`src/rtl/ranging_scheduler.sv`:
```
// Ultrasonic ranging sequencer: trigger pulse, echo timing, divider-free cm conversion,
// timeouts, fixed ping period and saturated distance output.
module ranging_scheduler #(
  parameter int TRIG_CYCLES   = 500,
  parameter int CYCLES_PER_CM = 2900,
  parameter int ECHO_TIMEOUT  = 1500000,
  parameter int PERIOD_CYCLES = 3000000,
  parameter int MAX_CM        = 400,
  parameter int DIST_W        = 9
) (
  input  logic              clock,
  input  logic              reset,
  input  logic              enable,
  input  logic              start,
  input  logic              echo,
  output logic              trig,
  output logic [DIST_W-1:0] distance,
  output logic              distance_valid,
  output logic              timeout,
  output logic              busy,
  output logic [2:0]        state
);

  localparam int MAX_A = (TRIG_CYCLES > CYCLES_PER_CM) ? TRIG_CYCLES : CYCLES_PER_CM;
  localparam int MAX_B = (ECHO_TIMEOUT > PERIOD_CYCLES) ? ECHO_TIMEOUT : PERIOD_CYCLES;
  localparam int MAX_P = (MAX_A > MAX_B) ? MAX_A : MAX_B;
  localparam int CNT_W = $clog2(MAX_P) + 1;

  localparam logic [CNT_W-1:0]  TRIG_LAST = CNT_W'(TRIG_CYCLES - 1);
  localparam logic [CNT_W-1:0]  CPC_LAST  = CNT_W'(CYCLES_PER_CM - 1);
  localparam logic [CNT_W-1:0]  TO_LAST   = CNT_W'(ECHO_TIMEOUT - 1);
  localparam logic [CNT_W-1:0]  PER_LAST  = CNT_W'(PERIOD_CYCLES - 1);
  localparam logic [DIST_W-1:0] CM_SAT    = DIST_W'(MAX_CM);

  typedef enum logic [2:0] {
    IDLE      = 3'd0,
    TRIG      = 3'd1,
    WAIT_ECHO = 3'd2,
    MEASURE   = 3'd3,
    HOLDOFF   = 3'd4
  } state_t;

  state_t            state_q, state_d;
  logic              echo_m, echo_s;
  logic [CNT_W-1:0]  period_q, period_d;
  // phase counts trig clocks in TRIG, wait clocks in WAIT_ECHO, echo clocks N in MEASURE
  logic [CNT_W-1:0]  phase_q, phase_d;
  logic [CNT_W-1:0]  sub_q, sub_d, sub_step;
  logic [DIST_W-1:0] cm_q, cm_d, cm_step;
  logic [DIST_W-1:0] dist_d;
  logic              trig_d, valid_d, timeout_d, busy_d;

  assign state = state_q;

  // One echo-high clock worth of cm accumulation.
  always_comb begin
    sub_step = sub_q + 1'b1;
    cm_step  = cm_q;
    if (sub_q == CPC_LAST) begin
      sub_step = '0;
      if (cm_q != CM_SAT) cm_step = cm_q + 1'b1;
    end
  end

  always_comb begin
    state_d   = state_q;
    trig_d    = 1'b0;
    period_d  = period_q;
    phase_d   = phase_q;
    sub_d     = sub_q;
    cm_d      = cm_q;
    dist_d    = distance;
    valid_d   = 1'b0;
    timeout_d = 1'b0;
    if (state_q != IDLE) period_d = period_q + 1'b1;
    case (state_q)
      IDLE: begin
        period_d = '0;
        phase_d  = '0;
        if (enable || start) begin
          state_d = TRIG;
          trig_d  = 1'b1;
        end
      end
      TRIG: begin
        if (phase_q == TRIG_LAST) begin
          state_d = WAIT_ECHO;
          phase_d = '0;
          sub_d   = '0;
          cm_d    = '0;
        end else begin
          trig_d  = 1'b1;
          phase_d = phase_q + 1'b1;
        end
      end
      WAIT_ECHO: begin
        if (echo_s) begin
          state_d = MEASURE;
          phase_d = CNT_W'(1);
          sub_d   = sub_step;
          cm_d    = cm_step;
        end else if (phase_q == TO_LAST) begin
          state_d   = HOLDOFF;
          timeout_d = 1'b1;
        end else begin
          phase_d = phase_q + 1'b1;
        end
      end
      MEASURE: begin
        if (!echo_s) begin
          state_d = HOLDOFF;
          dist_d  = cm_q;
          valid_d = 1'b1;
        end else if (phase_q == TO_LAST) begin
          state_d   = HOLDOFF;
          timeout_d = 1'b1;
        end else begin
          phase_d = phase_q + 1'b1;
          sub_d   = sub_step;
          cm_d    = cm_step;
        end
      end
      HOLDOFF: begin
        if (period_q == PER_LAST) begin
          period_d = '0;
          phase_d  = '0;
          if (enable) begin
            state_d = TRIG;
            trig_d  = 1'b1;
          end else begin
            state_d = IDLE;
          end
        end
      end
      default: state_d = IDLE;
    endcase
    busy_d = (state_d != IDLE);
  end

  always_ff @(posedge clock) begin
    if (reset) begin
      state_q        <= IDLE;
      echo_m         <= 1'b0;
      echo_s         <= 1'b0;
      period_q       <= '0;
      phase_q        <= '0;
      sub_q          <= '0;
      cm_q           <= '0;
      trig           <= 1'b0;
      distance       <= '0;
      distance_valid <= 1'b0;
      timeout        <= 1'b0;
      busy           <= 1'b0;
    end else begin
      state_q        <= state_d;
      echo_m         <= echo;
      echo_s         <= echo_m;
      period_q       <= period_d;
      phase_q        <= phase_d;
      sub_q          <= sub_d;
      cm_q           <= cm_d;
      trig           <= trig_d;
      distance       <= dist_d;
      distance_valid <= valid_d;
      timeout        <= timeout_d;
      busy           <= busy_d;
    end
  end

endmodule
```
`config.mk`:
```
export PLATFORM = sky130hd
export DESIGN_NAME = ranging_scheduler
export DESIGN_NICKNAME = d
export VERILOG_FILES = /design/src/rtl/ranging_scheduler.sv
export SDC_FILE = /design/constraint.sdc
export NUM_CORES = 1
export LEC_CHECK = 0
export BUFFER_PORTS_ARGS = -buffer_cell sky130_fd_sc_hd__buf_2
export CORE_ASPECT_RATIO = 0.9
export CORE_MARGIN = 2
export CORE_UTILIZATION = 39
export CTS_CLUSTER_DIAMETER = 200
export DETAILED_ROUTE_END_ITERATION = 12
export SETUP_SLACK_MARGIN = 0.02
export SYNTH_ARGS = -nofsm -noshare
export SYNTH_HDL_FRONTEND = slang
export SYNTH_SLANG_ARGS = --single-unit
```
`constraint.sdc`:
```
create_clock -name clock -period 3.8 [get_ports clock]
set_clock_uncertainty 0.15 [all_clocks]
set_input_delay 0.38 -clock clock [delete_from_list [all_inputs] [get_ports clock]]
set_output_delay 0.38 -clock clock [all_outputs]
set_load 0.01 [all_outputs]
```
==> results of run 1 <==
-- metal layers --
metal,vias up,share of wire [%],track usage [%]
met1,2194,47,25.22
met2,89,47,30.09
met3,17,4.1,3.760
met4,0,1.8,7.116
li1,2328,-,-
met5,-,0,0
-- final timing paths --
kind	startpoint	endpoint	depth (start not counted)
setup / recovery	period_q[10]	phase_q[5]	6
hold / removal	echo	echo_m	2
setup reg to reg	period_q[10]	phase_q[5]	6
hold reg to reg	distance[3]	distance[3]	2
-- stage by stage --
| stage | cell area, sq um | util (%) | hold WS (ns) | worst slack, ns |
|---|---|---|---|---|
| 4_1_cts | 5543 | 43.69 | 0.09929 | 0.9548 |
| 3_3_place_gp | 5268 | 41.52 | 0.2803 | 1.061 |
| 5_1_grt | 5543 | 43.69 | 0.1272 | 0.6966 |
| 6_report | 5543 | 43.69 | 0.1053 | 1.032 |
| 3_5_place_dp | 5268 | 41.52 | 0.2946 | 0.9929 |
| 2_1_floorplan | 5067 | - | 0.2638 | 1.494 |
-- cell families after synthesis --
| kind of cell | after synthesis |
|---|---|
| AO/OA/AOI/OAI | 163 |
| XOR/XNOR | 22 |
| adder cells (fa/ha/maj) | 7 |
| buffers and inverters | 52 |
| flip-flops | 96 |
| multiplexers | 1 |
| AND/OR/NAND/NOR | 285 |
-- final cells by class --
type	count	area (sq um)	area share, %
multi-input cells	478	2909	52.48
flip-flops and latches	96	1922	34.67
clock buffers	11	242.7	4.379
well taps	164	205.2	3.702
repair buffers	31	182.7	3.296
inverters	13	48.80	0.8804
clock inverters	5	32.53	0.5869
-- critical path, stage by stage (launching register included) --
cell      delay (ns)
dfxtp_1         0.42
nor4bb_1        0.26
nand4_1         0.18
o41ai_1         0.48
and2_1          0.62
a41oi_1         0.23
a311oi_1        0.33
-- state kept, by name, indices dropped and copies added, names as in the netlist, 3 cells and up --
name	count
state	3
sub_q	23
distance	9
phase_q	23
cm_q	9
period_q	23
-- cells in the final DEF, fill, tap and decap left out, types with 3 or more instances in the layout --
cell        count
dfxtp_1        96
a21oi_1        70
nand2_1        59
nor2_1         50
o21ai_0        32
nand3_1        31
nand4_1        24
buf_2          20
o31ai_1        18
and3_1         16
nor3_1         14
inv_1          13
or4_1          12
xnor2_1        12
buf_4          11
nor4_1         10
nand4b_1       10
or3_1          10
xor2_1         10
clkbuf_16       9
and2_1          8
and4_1          8
nor2b_1         7
a31oi_1         5
ha_1            5
o21ai_1         4
or4_4           4
a21oi_2         4
nor4bb_1        3
o21a_1          3
a41oi_1         3
nor4b_1         3
clkinvlp_4      3
-- power by group --
group          total (mW)  internal, mW  switching, mW
clock network       0.853         0.459          0.394
logic              0.0976        0.0333         0.0642
registers            1.02          1.01        0.00720
total                1.97          1.50          0.465
==> flow_metrics.tcl, run 1 <==
set metrics [dict create \
    yosysWarnings 0 \
    synth-simple-area-share_pct 31.98 \
    die-area_sq_mm 0.01392 \
    syn_avg_cell_area_sq_um 8.095 \
    first_iter_violations 281 \
    synth_area_sq_mm 0.005067 \
    antenna_found_initial 0 \
    nFillCells 1289 \
    synthDominantCellAreaShare_pct 37.93 \
    cts_inserted_buffers 9 \
    dr.pass1.iters 5 \
    period_needed_ns 2.768 \
    numClockSinks 96 \
    dp.cells 782 \
    layout-drive-gt1-share_pct 11.36 \
    min_path_type "primary input to register" \
    grt_usage_pct 18.91 \
    gp_congestion 0.8887 \
    final.setup.tns_ns 0 \
    cts_tree "built" \
    regToRegSetupSlack_ns 1.03 \
    worst_pin_slew_ns 1.057 \
    cts_root_buffer "clkbuf_16" \
    gr-total-overflow 0 \
    cp.required_ns 3.90 \
    setup_viol 0 \
    post_cts_buffers 0 \
    async_flop_share_pct 0 \
    initial_core_util_pct 39.94 \
    irDropWorstVdd_uv 182.9 \
    relSlewSlack_pct 29.09 \
    clk_path_buf_depth 2 \
    final_cell_count_no_fill 798 \
    synth.area.mux_share_pct 0.1975 \
    synthFlopType "dfxtp_1" \
    grt_pass1_wl_um 21120 \
    core_sq_mm 0.01269 \
    grt_pass1_vias 4361 \
    synthAdderAreaFrac_pct 1.630 \
    startpoint_type "register" \
    die_width_um 124.2 \
    synthTopCellsByArea "dfxtp_1, a21oi_1, nand2_1" \
    via_per_inst 5.799 \
    yosys.area_share.xor_xnor_pct 3.802 \
    end_kind "register" \
    ys_seq_area_share_pct 37.93 \
    clock_latency_ns 0.35 \
    boundaryPins 21 \
    clk_pin_slew_worst_paths_ns 0.07 \
    cts_resized 0 \
    finalNetCount 639 \
    outcome "completed" \
    synth_cell_types 65 \
    rows 39 \
    grt_max_degree 57 \
    drc 0 \
    syn_inst 626 \
    h-tree-depth 3 \
    synth_top_family_by_area "simple AND/OR/NAND/NOR gates" \
    finalMaxSlewViolations 0 \
    cts_hold_buf 0 \
    cellPowerDensity_mw_per_mm2 355.3 \
    io_buffers 20 \
    dp_hpwl_um 8714 \
    rsz0062_at_grt "no" \
    period_share_pct 72.84 \
    yosysMostFrequentCell "dfxtp_1" \
    wl_um 12530 \
    antennaDiodeCount 0 \
    power.leakage_nw 1.764 \
    cp.arrival_ns 2.87 \
    crit_type "register to register" \
    synth_compound_area_share_pct 19.63 \
    synth_common_cells "dfxtp_1, a21oi_1, nand2_1" \
    syn_nets 636 \
    synth_seq_cells 96 \
    path_max_fanout 18 \
    vias 4628 \
    die_h_um 112.1 \
    synth_edf_count 0 \
    antenna_left 0 \
    syn2layout_area_growth_pct 9.383 \
    routedWlPerCell_um 15.71 \
    yosys.area.top_type "dfxtp_1" \
    finalHoldViolCount 0 \
    cap_violations 0 \
    timing.fmax_ghz 0.3613 \
    totalPowerFinal_mw 1.970 \
]
(Power assumes the default switching activity.)
==> inputs of run 2 (changes only) <==
Settings changed: ABC_AREA set to 1.
Clock period 3.8 ns to 2.69 ns, I/O delays scaled along.
==> run 2 against run 1 <==
Compared with the run above: sequential power rose by 42%; sequential cell count did not move; clock power rose by 50%; utilization rose by 0.15 points; synthesized cell count rose by 63%; worst setup slack got worse by 0.67 ns; global-route usage rose by 1.6 points; clock-buffer cell count fell by 2; die area rose by 19%; combinational power rose to 2.6 times the previous value; power rose by 51%; area after synthesis rose by 19%; critical endpoint is now sub_q[16]; largest cell class unchanged; largest power group unchanged.
==> flow_metrics.tcl, run 2 <==
set metrics [dict create \
    outcome "completed" \
    slowest_stage "dfxtp_1" \
    clk_pin_slew_worst_paths_ns 0.07 \
    synth_cell_types 37 \
    drc 0 \
    rsz0062_at_grt "no" \
    yosysWarnings 0 \
    r2r_start "phase_q[0]" \
    final_cell_mix "nand2_1, nor2_1, inv_1" \
    worst_slack_ns 0.3645 \
    yosys.area.top_type "dfxtp_1" \
    die_width_um 135.3 \
    min_path_type "primary input to register" \
    finalNetCount 1055 \
    fin_area_sq_mm 0.006698 \
    yosysMostFrequentCell "nand2_1" \
    final.setup.tns_ns 0 \
    antenna_found_initial 0 \
    clk_path_buf_depth 2 \
    period_share_pct 86.45 \
    wl_um 15890 \
    finalHoldViolCount 0 \
    cp_cell_sequence "ha_1, nand3_1, nor2_1, nand3_2, nand2_4, nand2_2, nor2_4, buf_4, nand3_1, a21oi_1" \
    layout-drive-gt1-share_pct 8.286 \
    gp_congestion 0.9158 \
    syn_avg_cell_area_sq_um 5.935 \
    numClockSinks 96 \
    cts_resized 0 \
    cp.arrival_ns 2.46 \
    startpoint_type "register" \
    ys_seq_area_share_pct 31.75 \
    slowest_delay_ns 0.40 \
    synth_common_cells "nand2_1, nor2_1, inv_1" \
    boundaryPins 21 \
    vias 6163 \
    grt_usage_pct 20.53 \
    synthFlopType "dfxtp_1" \
    antenna_left 0 \
    final_cell_count_no_fill 1252 \
    end_kind "register" \
    top_regs "period_q (23), phase_q (23), sub_q (23)" \
    synth_area_sq_mm 0.006053 \
    relSlewSlack_pct 62.54 \
    antennaDiodeCount 0 \
    synthTopCellsByArea "dfxtp_1, nand2_1, nor2_1" \
    first_iter_violations 401 \
    gr-total-overflow 0 \
    dp_hpwl_um 11870 \
    cts_tree "built" \
    path_max_fanout 17 \
    grt_max_degree 24 \
    clock_latency_ns 0.36 \
    r2r-end "sub_q[16]" \
    power.leakage_nw 2.817 \
    period_needed_ns 2.326 \
    syn_nets 1030 \
    cts_root_buffer "clkbuf_16" \
    final_common_cell "nand2_1" \
    pre_cts_ws_ns 0.3605 \
    cellPowerDensity_mw_per_mm2 444.2 \
    cts_inserted_buffers 9 \
    finalMaxSlewViolations 0 \
    syn_inst 1020 \
    irDropWorstVdd_uv 523.1 \
    worst_pin_slew_ns 0.5568 \
    die-area_sq_mm 0.01654 \
    regToRegSetupSlack_ns 0.36 \
    initial_core_util_pct 39.62 \
    routedWlPerCell_um 12.69 \
    h-tree-depth 3 \
    core_sq_mm 0.01528 \
    die_h_um 122.2 \
    fin_hold_ws_ns 0.1524 \
    setup_viol 0 \
    via_per_inst 4.923 \
    rows 43 \
    grt_pass1_vias 5494 \
    synthDominantCellAreaShare_pct 31.75 \
    reg2reg_depth 10 \
    dr.pass1.iters 5 \
    async_flop_share_pct 0 \
    holdPathEnd "distance_valid" \
    path_common_cell "nand3_1" \
    dp.cells 1235 \
    synth_edf_count 0 \
    io_buffers 20 \
    grt_pass1_wl_um 27130 \
    cap_violations 0 \
    timing.fmax_ghz 0.4300 \
    min_from "reset" \
    hold_depth 2 \
    post_dp_cell_area_sq_mm 0.006401 \
    crit_type "register to register" \
    synth_seq_cells 96 \
    cp.required_ns 2.83 \
    syn2layout_area_growth_pct 10.64 \
]
==> run 2: changes by cell type after synthesis, sizes merged, moves of 14 or more <==
cell / change
nand2: +236
nor2: +149
inv: +115
nand3: +81
o31ai: -18
a21oi: -17
or4: -16
and3: -15
clkbuf: -14
o21ai: -14
==> run 2: cell type report <==
class                   instances  area [sq um]
fillers                      1696          8582
inverters                     130         488.0
well taps                     202         252.7
multi-input cells             772          3526
clock buffers                   9         225.2
repair buffers                 36         222.7
clock inverters                 7         61.31
flip-flops and latches         96          1922
==> run 2: per-stage QoR <==
step	utilization, %	power [mW]
2_1_floorplan	-	1.664
3_3_place_gp	41.89	1.732
3_5_place_dp	41.89	1.732
4_1_cts	43.83	3.025
5_1_grt	43.83	3.103
6_report	43.83	2.975
==> run 2: report_power, final <==
part | internal (mW) | switching (mW)
Combinational | 0.0782 | 0.172
Clock | 0.647 | 0.628
Sequential | 1.44 | 0.0142
Total | 2.16 | 0.814
==> run 2: per-layer routing <==
layer / wire [um] / GRT usage, %
met1: 8265 / 29.82
met2: 6541 / 30.93
met3: 929 / 4.453
met4: 157 / 4.948
met5: 0 / 0
==> run 2: cell families (layout without fill, tap and decap cells) <==
| group | after synthesis | in the layout | synth area share, % |
|---|---|---|---|
| AO/OA/AOI/OAI | 89 | 89 | 7.793 |
| buffers and inverters | 152 | 182 | 10.00 |
| AND/OR/NAND/NOR | 655 | 655 | 46.09 |
| XOR/XNOR | 23 | 23 | 3.328 |
| flip-flops | 96 | 96 | 31.75 |
| adder cells (fa/ha/maj) | 5 | 5 | 1.033 |
==> run 2: repair_timing <==
item	CTS	global route
endpoints found under the hold margin	1	0
buffers inserted	0	0
hold buffers	1	0
==> run 2: worst max-delay path by stage <==
stage,slack (ns),endpoint,startpoint,cells after the start
global route,0.09,phase_q[17],period_q[0],13
detailed placement,0.36,sub_q[16],phase_q[0],10
CTS,0.35,sub_q[16],phase_q[0],10
floorplan,0.82,sub_q[0],phase_q[0],12
finish,0.36,sub_q[16],phase_q[0],10
global placement,0.41,phase_q[17],period_q[0],13
==> run 2: critical path: cells and delay by family (launching register included) <==
| family | cells | cell delay (ns) |
|---|---|---|
| flops | 1 | 0.40 |
| compound gates | 1 | 0.14 |
| fa+ha+maj | 1 | 0.26 |
| buf+inv | 1 | 0.25 |
| simple gates | 7 | 1.06 |
==> inputs of run 3 (changes only) <==
Settings changed: MAX_ROUTING_LAYER set to met4.
Clock period 2.69 ns to 2.1 ns, I/O delays scaled along.
==> run 3 against run 2 <==
Compared with the run above: design area increased by 12%; register-to-register slack worse by 0.23 ns; largest cell class unchanged; highest routed layer unchanged; routed wire length up 9.1%; combinational power up 67%; sequential cell count unchanged; fmax is 18% higher; power up 37%.
==> flow_metrics.tcl, run 3 (same netlist as run 2, synthesis figures left out) <==
set metrics [dict create \
    die_width_um 135.3 \
    boundaryPins 21 \
    grt_max_degree 32 \
    dp_hpwl_um 12450 \
    gr-total-overflow 0 \
    startpoint_type "register" \
    p_int_mw 3.058 \
    first_iter_violations 444 \
    worst_pin_slew_ns 0.4805 \
    top_regs "period_q (23), phase_q (23), sub_q (23)" \
    via_per_inst 4.958 \
    pwr-share-clk_pct 44.3 \
    totalPowerFinal_mw 4.087 \
    initial_core_util_pct 39.62 \
    outcome "completed" \
    numClockSinks 96 \
    gp_congestion 0.9418 \
    antenna_found_initial 0 \
    cp.required_ns 2.24 \
    final.setup.tns_ns 0 \
    path_common_cell "inv_1" \
    slowest_stage "dfxtp_1" \
    period_needed_ns 1.963 \
    period_share_pct 93.47 \
    timing.fmax_ghz 0.5095 \
    setup_viol 0 \
    final_common_cell "nand2_1" \
    cts_root_buffer "clkbuf_16" \
    antennaDiodeCount 0 \
    p_sw_share_pct 25.19 \
    cp.arrival_ns 2.11 \
    crit_type "register to register" \
    die_h_um 122.2 \
    core_sq_mm 0.01528 \
    routedWlPerCell_um 13.25 \
    rows 43 \
    power.leakage_nw 3.201 \
    dr.pass1.iters 4 \
    wl_um 17340 \
    finalMaxSlewViolations 0 \
    end_kind "register" \
    clk_pin_slew_worst_paths_ns 0.07 \
    io_buffers 20 \
    finalNetCount 1112 \
    path_max_fanout 8 \
    pwr-share-seq_pct 45.4 \
    cts_tree "built" \
    grt_pass1_wl_um 27730 \
    antenna_left 0 \
    grt_pass1_vias 5720 \
    die-area_sq_mm 0.01654 \
    syn2layout_area_growth_pct 23.56 \
    drc 0 \
    min_path_type "primary input to register" \
    cts_inserted_buffers 9 \
    clk_path_buf_depth 2 \
    grt_usage_pct 21.48 \
    p_switching_mw 1.029 \
    combPwrFrac_pct 10.3 \
    vias 6490 \
    cap_violations 0 \
    fin_hold_ws_ns 0.1510 \
    final_cell_mix "nand2_1, nor2_1, inv_1" \
    clock_latency_ns 0.35 \
    irDropWorstVdd_uv 399.7 \
    h-tree-depth 3 \
    relSlewSlack_pct 67.96 \
    slowest_delay_ns 0.35 \
    cellPowerDensity_mw_per_mm2 546.4 \
    cp_cell_sequence "inv_1, nand3_1, nor2_2, nand3_2, nand2_4, nand2_2, nor2_4, buf_12, xor2_1, nand2_1, inv_1" \
    layout-drive-gt1-share_pct 16.62 \
    finalHoldViolCount 0 \
]
==> run 3: changes by cell type in the layout (fill, tap and decap cells not counted), sizes merged <==
cell and delta:
buf +54, clkbuf +4, bufinv +2, clkinv -1
clkinvlp -1, inv -1
==> run 3: final cells by class <==
class	count	area [sq um]
clock buffers	10	229.0
clock inverters	6	91.34
fillers	1595	7800
inverters	130	495.5
multi-input cells	772	3700
flip-flops and latches	96	1942
well taps	202	252.7
repair buffers	93	769.5
==> run 3: worst max-delay path, delay by kind of cell, from the launching register on <==
kind | cells | cell delay [ns]
flip-flops | 1 | 0.35
AND/OR/NAND/NOR | 7 | 0.88
XOR/XNOR | 1 | 0.15
buffers and inverters | 3 | 0.36
==> run 3: what timing repair did <==
item                                    CTS  global route
cloned                                    0             3
setup buffers                             0            13
hold buffers                              1             0
endpoints found under the hold margin     1             0
endpoints found under the setup margin    3            62
pin swaps                                 0            20
resized for setup                         2            60
==> run 3: through the flow <==
stage               setup slack (ns)  std cells  util (%)  area (sq um)
floorplan                     0.2279       1020         -          6053
global placement             0.03595       1276     44.15          6746
detailed placement           0.02503       1276     44.15          6746
CTS                          0.02035       1293     46.38          7087
global route               -0.001542       1309     48.95          7480
finish                        0.1371       1309     48.95          7480
==> run 3: path summary, 6_finish.rpt <==
path / start / end / slack, ns / cells after the start
worst max-delay path: phase_q[2] / sub_q[0] / 0.14 / 11
worst min-delay path: reset / echo_s / 0.15 / 2
worst max register to register: phase_q[2] / sub_q[0] / 0.14 / 11
worst min register to register: echo_m / echo_s / 0.26 / 2
==> run 3: routing by layer <==
metal / GRT usage, % / wire length [um]
met1: 30.03 / 8753
met5: - / 0
met3: 3.121 / 879
met4: 6.901 / 335
met2: 31.92 / 7373
==> run 3: power by group through the flow <==
stage          registers, mW  logic (mW)  clock network (mW)
2_1_floorplan           1.90       0.233                   0
3_3_place_gp            1.90       0.344                   0
3_5_place_dp            1.90       0.344                   0
4_1_cts                 1.86       0.348                1.85
5_1_grt                 1.86       0.462                1.93
6_report                1.86       0.420                1.81
